File: src/rtl/pc_stack_reg.sv
// Program counter with an integrated circular return-address stack.
// Supports increment, absolute load, relative branch, call, return and tail call.
module pc_stack_reg #(
    parameter int unsigned WIDTH     = 16,
    parameter int unsigned DEPTH     = 8,
    parameter int unsigned STEP      = 1,
    parameter logic [WIDTH-1:0] RESET_VEC = '0
) (
    input  logic                         clk,
    input  logic                         rst,
    output logic [WIDTH-1:0]             val,
    input  logic [WIDTH-1:0]             bus_in,
    input  logic                         bus_we,
    input  logic [WIDTH-1:0]             mdr_in,
    input  logic                         mdr_we,
    input  logic [WIDTH-1:0]             rel_in,
    input  logic                         rel_we,
    input  logic                         inc,
    input  logic                         call,
    input  logic                         ret,
    input  logic                         clr_err,
    output logic [WIDTH-1:0]             tos,
    output logic [$clog2(DEPTH+1)-1:0]   sp_count,
    output logic                         stack_full,
    output logic                         stack_empty,
    output logic                         overflow,
    output logic                         underflow
);

    localparam int unsigned PW = $clog2(DEPTH);
    localparam int unsigned CW = $clog2(DEPTH+1);

    logic [WIDTH-1:0] val_q, val_d;
    logic [PW-1:0]    wp_q, wp_d;
    logic [CW-1:0]    cnt_q, cnt_d;
    logic             ovf_q, ovf_d;
    logic             unf_q, unf_d;
    logic             push_c;
    logic [WIDTH-1:0] ret_addr_c;
    logic [WIDTH-1:0] mem_q [DEPTH];

    logic             full_c;
    logic             empty_c;

    assign full_c     = (cnt_q == CW'(DEPTH));
    assign empty_c    = (cnt_q == '0);
    assign ret_addr_c = val_q + WIDTH'(STEP);

    // Top entry sits just below the write pointer; empty stack reads as zero.
    assign tos = empty_c ? '0 : mem_q[wp_q - PW'(1)];

    // Next-state: one action per cycle, highest priority first.
    always_comb begin
        val_d  = val_q;
        wp_d   = wp_q;
        cnt_d  = cnt_q;
        ovf_d  = ovf_q & ~clr_err;
        unf_d  = unf_q & ~clr_err;
        push_c = 1'b0;

        if (call && ret) begin
            val_d = mdr_in;
        end else if (ret) begin
            if (!empty_c) begin
                val_d = tos;
                wp_d  = wp_q - PW'(1);
                cnt_d = cnt_q - CW'(1);
            end else begin
                val_d = ret_addr_c;
                unf_d = 1'b1;
            end
        end else if (call) begin
            push_c = 1'b1;
            wp_d   = wp_q + PW'(1);
            val_d  = mdr_in;
            if (full_c) begin
                ovf_d = 1'b1;
            end else begin
                cnt_d = cnt_q + CW'(1);
            end
        end else if (mdr_we) begin
            val_d = mdr_in;
        end else if (bus_we) begin
            val_d = bus_in;
        end else if (rel_we) begin
            val_d = val_q + rel_in;
        end else if (inc) begin
            val_d = ret_addr_c;
        end
    end

    always_ff @(posedge clk or posedge rst) begin
        if (rst) begin
            val_q <= RESET_VEC;
            wp_q  <= '0;
            cnt_q <= '0;
            ovf_q <= 1'b0;
            unf_q <= 1'b0;
        end else begin
            val_q <= val_d;
            wp_q  <= wp_d;
            cnt_q <= cnt_d;
            ovf_q <= ovf_d;
            unf_q <= unf_d;
        end
    end

    // Stack storage has no reset; a full push overwrites the oldest slot.
    always_ff @(posedge clk) begin
        if (push_c && !rst) begin
            mem_q[wp_q] <= ret_addr_c;
        end
    end

    assign val         = val_q;
    assign sp_count    = cnt_q;
    assign stack_full  = full_c;
    assign stack_empty = empty_c;
    assign overflow    = ovf_q;
    assign underflow   = unf_q;

endmodule

File: config.mk
export PLATFORM = sky130hd
export DESIGN_NAME = pc_stack_reg
export DESIGN_NICKNAME = d
export VERILOG_FILES = /design/src/rtl/pc_stack_reg.sv
export SDC_FILE = /design/constraint.sdc
export NUM_CORES = 1
export LEC_CHECK = 0
export BUFFER_PORTS_ARGS = -buffer_cell sky130_fd_sc_hd__buf_4
export CORE_MARGIN = 2
export CORE_UTILIZATION = 50
export DETAILED_ROUTE_END_ITERATION = 8
export PLACE_DENSITY = 0.7
export SLEW_MARGIN = 20
export SYNTH_ARGS = -nofsm -noshare
export SYNTH_HDL_FRONTEND = slang
export SYNTH_SLANG_ARGS = --single-unit
File: constraint.sdc
create_clock -name clk -period 4.77 [get_ports clk]
set_input_delay 0.2385 -clock clk [delete_from_list [all_inputs] [get_ports clk]]
set_output_delay 0.2385 -clock clk [all_outputs]
set_load 0.05 [all_outputs]
---- Word-level counts from Yosys, hierarchy flattened ----
Memories as Yosys holds them, arrays and structs flattened.
Index checks and enable logic that the tools add are counted.
storage, ports and cells
  logic and storage cells ................. 55
  output and inout port bits .............. 40
  memory bits (writable) .................. 128
  memories kept ........................... 1
  input port bits ......................... 57
  flip-flop bits (word level) ............. 25
memories
  name   words  bits a word  read ports  clocked after memory_dff  write ports  RTL line  RTL
  mem_q  8      16           1           0                         1            40        logic [WIDTH-1:0] mem_q [DEPTH];
operators by class
  multiplexer cells ....................... 28
  $add $sub $neg .......................... 6
  bitwise logic cells ..................... 4
  reduce and logical (&&, ||, !) cells .... 8
  eq/ne operators ......................... 3
operator list
  operator                                           count
  2-to-1 mux 16 bit                                  9
  adder 16 x 1 -> 16 bit (second input constant)     1
  adder 16 bit                                       1
  2-to-1 mux 4 bit                                   4
  2-to-1 mux 1 bit                                   12
  2-to-1 mux 3 bit                                   3
  nonzero test 7 bit                                 1
  adder 4 x 1 -> 4 bit (second input constant)       1
  == test 4 bit (second input constant)              1
  logical NOT 4 bit                                  1
  != test 2 bit (second input constant)              2
  AND reduction 4 bit                                1
  subtractor 4 x 1 -> 4 bit (second input constant)  1
  adder 3 x 1 -> 3 bit (second input constant)       1
  AND reduction 3 bit                                1
  subtractor 3 x 1 -> 3 bit (second input constant)  1
  AND 1 bit                                          2
  logical AND 1 bit                                  2
  NOT 1 bit                                          2
  nonzero test 2 bit                                 1
  logical NOT 1 bit                                  1

---- Longest topological paths before layout ----
Gate-level depths: netlist (run 1).
  depth after elaboration ................. 8
  depth in mapped cells ................... 14
  gate-level depth less buffers ........... 9

---- Least setup slack after synthesis (run 1) ----
No wires, ideal clock.
  path type ............................... register to register
  from .................................... register wp_q[0]
  to ...................................... register val_q[0] (netlist: val[0])
  slack ................................... 1.395 ns
  data arrival time ....................... 3.290 ns
  data required time ...................... 4.684 ns
  stages on the path, launching flop included .. 14
  period minus slack after synthesis ...... 3.375 ns
  path through ............................ dfrtp_1 > buf_2 > buf_4 > buf_6 > inv_1 > ha_1 > buf_2 > buf_2 > clkbuf_1 > mux4_2 > mux2i_1 > nor2_1 > a21oi_1 > o22ai_1
between the ends
  longest elaborated chain between the ends .. 6
ends and longest elaborated chain
  element                    RTL line  RTL
  start, declared            34        logic [PW-1:0] wp_q, wp_d;
  start signal, assigned     101       wp_q <= wp_d;
  subtractor 3 x 1 -> 3 bit  50        assign tos = empty_c ? '0 : mem_q[wp_q - PW'(1)];
  memory read (8 x 16 bit)   n/a
  2-to-1 mux 16 bit          50
  named net tos[0]           22        output logic [WIDTH-1:0] tos,
  2-to-1 mux 16 bit          64        if (!empty_c) begin
  2-to-1 mux 16 bit          63        end else if (ret) begin
  2-to-1 mux 16 bit          61        if (call && ret) begin
  end signal, assigned       100       val_q <= val_d;
  end, declared              33        logic [WIDTH-1:0] val_q, val_d;
The timed path passes the listed nets, and every way through them passes these cells.
A chain may end at the register's enable or synchronous reset.

---- Worst setup path in the final report (run 1) ----
  from .................................... register wp_q[1]
  to ...................................... output port tos[4]
between the ends
  longest elaborated chain between the ends .. 3
ends and longest elaborated chain
  element                    RTL line
  subtractor 3 x 1 -> 3 bit  50
  memory read (8 x 16 bit)   n/a
  2-to-1 mux 16 bit          50
  end, declared              22
No other way between the ends.

==> impl_metrics.py, run 1 <==
metrics = {
    "synth": {
        "yosysSeqAreaShare_pct": 57.00,
        "synth_area_leaders": "edfxtp_1 (49%), mux4_2 (9.2%), dfrtp_1 (8.0%), ha_1 (3.2%), nor2_1 (2.7%)",
        "netlist_instances": 610,
        "yosysTopAreaCellShare_pct": 49.02,
        "synth_edf_count": 128,
        "synthArstFlopShare_pct": 16.34,
        "synthFlopType": "edfxtp_1",
        "syn-num-nets": 689,
        "synth.distinct_cells": 62,
        "synth_warnings": 0,
        "synth_area_um2": 7841,
        "synth_area_per_cell_um2": 12.85,
        "ys_seq_elements": 153,
        "yosysTopAreaCell": "edfxtp_1",
    },
    "grt": {
        "overflow": 0,
        "antenna_found_initial": 0,
        "grtUsageTotal_pct": 25.22,
        "grt_pass1_vias": 5646,
        "grt_first_pass_wirelength_um": 31280,
        "grt_max_degree": 35,
    },
    "worst_setup_path": {
        "cp-end-kind": "output pin",
        "cp.arrival_ns": 2.92,
        "critPathLaunchType": "flip-flop",
        "required_ns": 4.53,
        "rrSetupSlack_ns": 1.73,
        "critPathMaxStageDelay_ns": 0.58,
        "critPathSlowestCell": "dfrtp_1",
        "cpMostUsedCell": "buf_4",
        "timing.rr.end": "val[14]$_DFFE_PP0P_",
        "rr_worst_depth": 9,
        "reg2reg_from": "val[0]$_DFFE_PP0P_",
        "crit_fanout": 34,
        "path_cells": "inv_1 -> ha_1 -> buf_4 -> mux4_2 -> mux2i_1 -> nor2_1 -> buf_4",
        "worstSetupPathType": "reg2out",
    },
    "clock_network": {
        "clkTransAtPathRegs_ns": 0.07,
        "insertion_delay_ns": 0.42,
        "clk_path_buf_depth": 2,
        "cts_tree": "built",
        "cts-htree-levels": 4,
        "cts_sinks": 153,
        "cts_made_buffers": 17,
        "cts-resized-gates": 0,
        "clockRootBuffer": "clkbuf_16",
    },
    "power_and_ir_drop": {
        "power_density_nw_per_um2": 731.2,
        "max-vdd-ir-drop_uv": 422.1,
        "leakage_uw": 0.003471,
        "finalPower_uw": 6837,
    },
    "final_layout": {
        "finish.utilization_pct": 61.28,
        "drive_above_1_share_pct": 25.67,
        "mostFrequentLayoutCells": "edfxtp_1 (128), buf_4 (99), nor2_1 (51)",
        "fin_nets": 779,
        "multiInputGateArea_um2": 3183,
        "final-seq-area_um2": 4471,
        "final_common_cell": "edfxtp_1",
        "n_antenna_cell": 0,
        "fin_cells": 924,
        "nFillCells": 1217,
        "layout-area-overhead-vs-synth_pct": 19.24,
    },
    "placement": {
        "routabilityCongestion": 0.9412,
        "dpl_worst_slack_ns": 1.737,
        "port_buffers": 96,
        "hpwl_um": 13960,
        "dp.cells": 891,
    },
    "route": {
        "wirelength_um": 20160,
        "ant_nets": 0,
        "routed_via_density": 6.082,
        "routedWlPerCell_um": 21.82,
        "vias": 5620,
        "drt-pass1-iter-count": 5,
        "route.detailed.drc": 0,
        "drt_iter0_drc": 504,
    },
    "timing": {
        "fin_crit_ns": 3.154,
        "rsz0062_at_grt": "no",
        "max_slew_margin_pct": 28.79,
        "setup_viol": 0,
        "tightest_slew_ns": 1.067,
        "timing.final.ws_setup_ns": 1.616,
        "hold_viol_final": 0,
        "finalSetupTns_ns": 0,
        "slew_viol_final": 0,
        "skew_ns": 0.01316,
        "max_clock_freq_mhz": 317.1,
        "fin_crit_sh_pct": 66.12,
    },
    "floorplan": {
        "die_area_um2": 16700,
        "start_util_pct": 51.39,
        "fp.coreArea_um2": 15260,
        "fp.dieW_um": 129.2,
        "io-pin-count": 97,
        "row_count": 45,
        "fp.dieH_um": 129.2,
    },
    "flow_run": {
        "max_cap_viol_count": 0,
    },
    "outcome": {
        "status": "completed",
    },
    "hold_path": {
        "holdPathEnd": "overflow$_DFF_PP0_",
        "holdPathStages": 2,
        "worstHoldStart": "clr_err",
        "hold_path.class": "in2reg",
    },
}
Yosys cell counts (2+ instances only):
library cell,instances
nand4_1,3
a211oi_1,9
a31oi_1,7
o31ai_1,7
or3_1,2
and2_1,4
clkinv_1,2
o22ai_1,6
edfxtp_1,128
mux4_2,32
buf_2,11
o211ai_1,7
nand2_1,45
a21oi_1,35
nor2_1,57
nor4_1,2
nand3_1,16
xnor2_1,13
a211o_1,3
a2111oi_4,2
a22o_1,3
dfrtp_1,25
ha_1,20
nor3_1,15
a32oi_1,3
nand2b_1,2
o21ai_0,25
fa_1,2
clkbuf_1,16
mux2i_1,15
and3_1,5
a21o_1,6
o221ai_1,4
o32ai_1,2
xor2_1,16
o21ai_1,7
a22oi_1,3
o21a_1,4
inv_1,23
critical path: cells and delay by family, from the launching register on:
| kind | cells | cell delay (ns) |
|---|---|---|
| muxes | 2 | 0.75 |
| DFF | 1 | 0.58 |
| buffers and inverters | 3 | 0.74 |
| and+or+nand+nor | 1 | 0.11 |
| adders and majority gates | 1 | 0.29 |
cells by family (layout without fill, tap and decap cells):
kind of cell    after synthesis  in the layout  share of synthesized area (%)
simple gates                157            157                          8.888
flops                       153            153                          57.00
compound gates              146            146                          12.91
buf+inv                      55            158                          2.952
mux                          47             47                          11.11
xor+xnor                     30             30                          3.447
fa+ha+maj                    22             22                          3.702
area by class of cell:
class                           instances  area share [%]
Clock buffer                           17           4.550
Clock inverter                         15           1.673
Inverter                               26           1.044
Multi-Input combinational cell        402           34.04
Sequential cell                       153           47.81
Tap cell                              211           2.823
Timing Repair Buffer                  100           8.056
worst max-delay path by stage:
stage                          end  cells past startpoint                 from
3_5_place_dp   val[14]$_DFFE_PP0P_                      9   val[0]$_DFFE_PP0P_
4_1_cts                     tos[4]                      7  wp_q[1]$_DFFE_PP0P_
5_1_grt                     tos[0]                      7  wp_q[1]$_DFFE_PP0P_
6_report                    tos[4]                      7  wp_q[1]$_DFFE_PP0P_
3_3_place_gp   val[14]$_DFFE_PP0P_                      9   val[0]$_DFFE_PP0P_
2_1_floorplan   val[0]$_DFFE_PP0P_                     13  wp_q[0]$_DFFE_PP0P_
state kept, by name, summed over array words and instances (netlist names):
signal / flops
underflow: 1
val: 16
mem_q: 128
sp_count: 4
overflow: 1
wp_q: 3
where the power goes:
group / internal, uW / total [uW] / switching, uW
logic: 1220 / 3630 / 2410
registers: 1720 / 1890 / 172
clock network: 742 / 1320 / 576
total: 3680 / 6840 / 3160
through the flow:
stage	hold WS (ns)	cell area (um^2)
after floorplan	0.2658	7841
after global placement	0.4387	8753
after detailed placement	0.4464	8753
after CTS	0.001222	9335
after global routing	0.01368	9350
final	0.01884	9350
timing repair:
item	CTS	global route
hold buffers	0	1
hold endpoints to repair	0	25
setup buffers	0	0
routing by layer:
layer	track usage, %	wire (um)	up-vias
met5	0	0	-
met4	7.481	374	0
met3	4.418	1687	28
met2	40.99	9836	287
met1	35.24	8262	2757
li1	-	-	2548
(Power assumes the default switching activity.)
==> run 2, diff against run 1 <==
Settings changed: ABC_AREA set to 1, PLACE_DENSITY 0.7 to 0.72.
Clock period 4.77 ns to 2.77 ns, I/O delays scaled along.
==> run 2 against run 1 <==
  * Die area up 11%
  * Sequential share of layout area down 4.1 points
  * Register-to-register slack lost 1.2 ns
  * Via count grew 32%
  * Worst hold slack about the same
  * Sequential power grew 79%
  * Routed wire length grew 15%
  * Synthesized area up 11%
  * Power increased by 98%
  * Synthesized cell count is 69% higher
  * Clock power increased by 48%
  * Largest cell class unchanged
==> impl_metrics.py, run 2 <==
metrics = {
    "worst_setup_path": {
        "cp-end-kind": "output pin",
        "crit_buf_inv": 4,
        "crit_fanout": 21,
        "required_ns": 2.63,
        "reg2reg_from": "val[0]$_DFFE_PP0P_",
        "path_cells": "inv_1 -> ha_1 -> inv_2 -> nor2_1 -> o21ai_1 -> o21ai_1 -> o211ai_1 -> inv_1 -> buf_4",
        "rr_worst_depth": 13,
        "worstSetupPathType": "reg2out",
        "rrSetupSlack_ns": 0.55,
        "timing.rr.end": "val[8]$_DFFE_PP0P_",
        "cp.arrival_ns": 2.42,
        "critPathLaunchType": "flip-flop",
        "cp_top_family": "buffers and inverters",
        "critPathMaxStageDelay_ns": 0.38,
        "critPathSlowestCell": "dfrtp_1",
    },
    "clock_network": {
        "cts_made_buffers": 17,
        "insertion_delay_ns": 0.41,
        "clkTransAtPathRegs_ns": 0.06,
        "cts_sinks": 153,
        "clk_path_buf_depth": 2,
        "cts-resized-gates": 0,
        "hold_buffers": 3,
        "cts_tree": "built",
        "clockRootBuffer": "clkbuf_16",
        "cts-htree-levels": 4,
        "post_cts_buffers": 0,
    },
    "synth": {
        "synthFlopType": "edfxtp_1",
        "yosysTopAreaCell": "edfxtp_1",
        "synth_most_common_cell": "nand2_1",
        "synth_edf_count": 128,
        "synth_area_um2": 8718,
        "synthArstFlopShare_pct": 16.34,
        "synth_area_per_cell_um2": 8.440,
        "synth_warnings": 0,
        "synth_area_leaders": "edfxtp_1 (44%), nand2_1 (11%), dfrtp_1 (7.2%), nor2_1 (6.6%), inv_1 (4.9%)",
        "netlist_instances": 1033,
        "ys_seq_elements": 153,
        "synth.distinct_cells": 40,
        "yosysTopAreaCellShare_pct": 44.09,
        "syn-num-nets": 1112,
        "yosysSeqAreaShare_pct": 51.26,
        "synth_common_cells": "nand2_1 (261), nor2_1 (154), edfxtp_1 (128), inv_1 (114), o21ai_0 (72)",
    },
    "floorplan": {
        "start_util_pct": 50.76,
        "fp.dieH_um": 136.1,
        "io-pin-count": 97,
        "fp.coreArea_um2": 17180,
        "fp.dieW_um": 136.1,
        "row_count": 48,
        "die_area_um2": 18510,
    },
    "hold_path": {
        "holdPathEnd": "val[2]$_DFFE_PP0P_",
        "worstHoldStart": "mdr_in[2]",
        "hold_path.class": "in2reg",
        "holdPathStages": 3,
    },
    "route": {
        "drt_iter0_drc": 760,
        "ant_nets": 0,
        "routedWlPerCell_um": 16.86,
        "drt-pass1-iter-count": 6,
        "vias": 7438,
        "routed_via_density": 5.421,
        "wirelength_um": 23130,
        "route.detailed.drc": 0,
    },
    "final_layout": {
        "final_common_cell": "nand2_1",
        "top_register": "mem_q",
        "n_antenna_cell": 0,
        "largest_register_ffs": 128,
        "drive_above_1_share_pct": 16.39,
        "fin_nets": 1216,
        "layout-area-overhead-vs-synth_pct": 17.19,
        "mostFrequentLayoutCells": "nand2_1 (261), nor2_1 (154), edfxtp_1 (128)",
    },
    "outcome": {
        "status": "completed",
    },
    "timing": {
        "max_clock_freq_mhz": 390.5,
        "setup_viol": 0,
        "slew_viol_final": 0,
        "max_slew_margin_pct": 55.83,
        "rsz0062_at_grt": "no",
        "tightest_slew_ns": 0.6626,
        "timing.hold.ws_ns": 0.01917,
        "hold_viol_final": 0,
        "fin_crit_sh_pct": 92.45,
        "fin_crit_ns": 2.561,
        "skew_ns": 0.01323,
        "finalSetupTns_ns": 0,
    },
    "power_and_ir_drop": {
        "seqPwrFrac_pct": 25.0,
        "sw_frac_of_total_pct": 51.29,
        "max-vdd-ir-drop_uv": 716.9,
        "internal-power_uw": 6585,
        "p_comb_share_pct": 60.6,
        "power_density_nw_per_um2": 1323,
        "leakage_uw": 0.004512,
        "clkPwrFrac_pct": 14.4,
        "p_sw_uw": 6934,
    },
    "placement": {
        "port_buffers": 96,
        "routabilityCongestion": 0.9376,
        "hpwl_um": 15990,
    },
    "grt": {
        "antenna_found_initial": 0,
        "grtUsageTotal_pct": 26.19,
        "grt_pass1_vias": 6886,
        "grt_first_pass_wirelength_um": 36910,
        "overflow": 0,
        "grt_max_degree": 68,
    },
    "flow_run": {
        "max_cap_viol_count": 0,
    },
}
run 2: cell count changes after synthesis, moves of 15 or more:
| cell | delta |
|---|---|
| nand2_1 | +216 |
| nor2_1 | +97 |
| inv_1 | +91 |
| o21ai_0 | +47 |
| mux4_2 | -32 |
| o21ai_1 | +31 |
| nand3_1 | +27 |
| o211ai_1 | +25 |
| a21oi_1 | -17 |
| mux2i_1 | -15 |
run 2: worst reg2reg max path, delay by kind of cell (launching register included):
family          cells  cell delay [ns]
compound gates      1             0.20
fa+ha+maj           2             0.70
flops               1             0.45
xor+xnor            1             0.15
simple gates        9             0.61
run 2: per-layer routing:
layer	vias up	wire (um)	GRT usage, %
li1	3614	-	-
met1	3485	9870	36.09
met2	308	11340	43.97
met3	31	1511	3.468
met4	0	407	6.597
met5	-	0	0
run 2: cell type report:
type | instances | area, um^2
Sequential cell | 153 | 4471
Fill cell | 1551 | 6959
Timing Repair Buffer | 129 | 988.4
Clock buffer | 17 | 425.4
Clock inverter | 12 | 63.81
Multi-Input combinational cell | 714 | 3530
Tap cell | 225 | 281.5
Inverter | 122 | 457.9
run 2: through the flow:
step,std cells,worst slack (ns),power [uW],area [um^2],util [%]
after global routing,1372,0.06390,14380,10220,59.48
after CTS,1372,0.2169,13530,10220,59.48
after floorplan,1033,0.04463,9185,8718,-
final,1372,0.2092,13520,10220,59.48
after global placement,1340,0.6054,11440,9698,56.46
after detailed placement,1340,0.5742,11570,9698,56.46
run 2: logic make-up after synthesis:
group / after synthesis / synth area share, %
XOR/XNOR: 20 / 2.095
adder cells (fa/ha/maj): 22 / 3.330
flip-flops: 153 / 51.26
buffers and inverters: 166 / 8.252
AND/OR/NAND/NOR: 492 / 23.12
AO/OA/AOI/OAI: 180 / 11.94
run 2: power groups by stage:
| stage | clock network [uW] | logic [uW] | registers [uW] |
|---|---|---|---|
| floorplan | 0 | 5390 | 3800 |
| global placement | 0 | 8030 | 3410 |
| detailed placement | 0 | 8160 | 3410 |
| CTS | 1970 | 8190 | 3370 |
| global route | 2080 | 8890 | 3420 |
| finish | 1950 | 8190 | 3380 |
run 2: worst max path at each step:
| stage | start | endpoint | slack [ns] | depth (start not counted) |
|---|---|---|---|---|
| final | wp_q[1]$_DFFE_PP0P_ | tos[7] | 0.21 | 9 |
| after global routing | wp_q[1]$_DFFE_PP0P_ | tos[8] | 0.06 | 9 |
| after CTS | wp_q[1]$_DFFE_PP0P_ | tos[8] | 0.22 | 9 |
| after detailed placement | val[0]$_DFFE_PP0P_ | val[8]$_DFFE_PP0P_ | 0.57 | 13 |
| after global placement | val[0]$_DFFE_PP0P_ | val[8]$_DFFE_PP0P_ | 0.61 | 13 |
| after floorplan | wp_q[0]$_DFFE_PP0P_ | val[0]$_DFFE_PP0P_ | 0.04 | 15 |
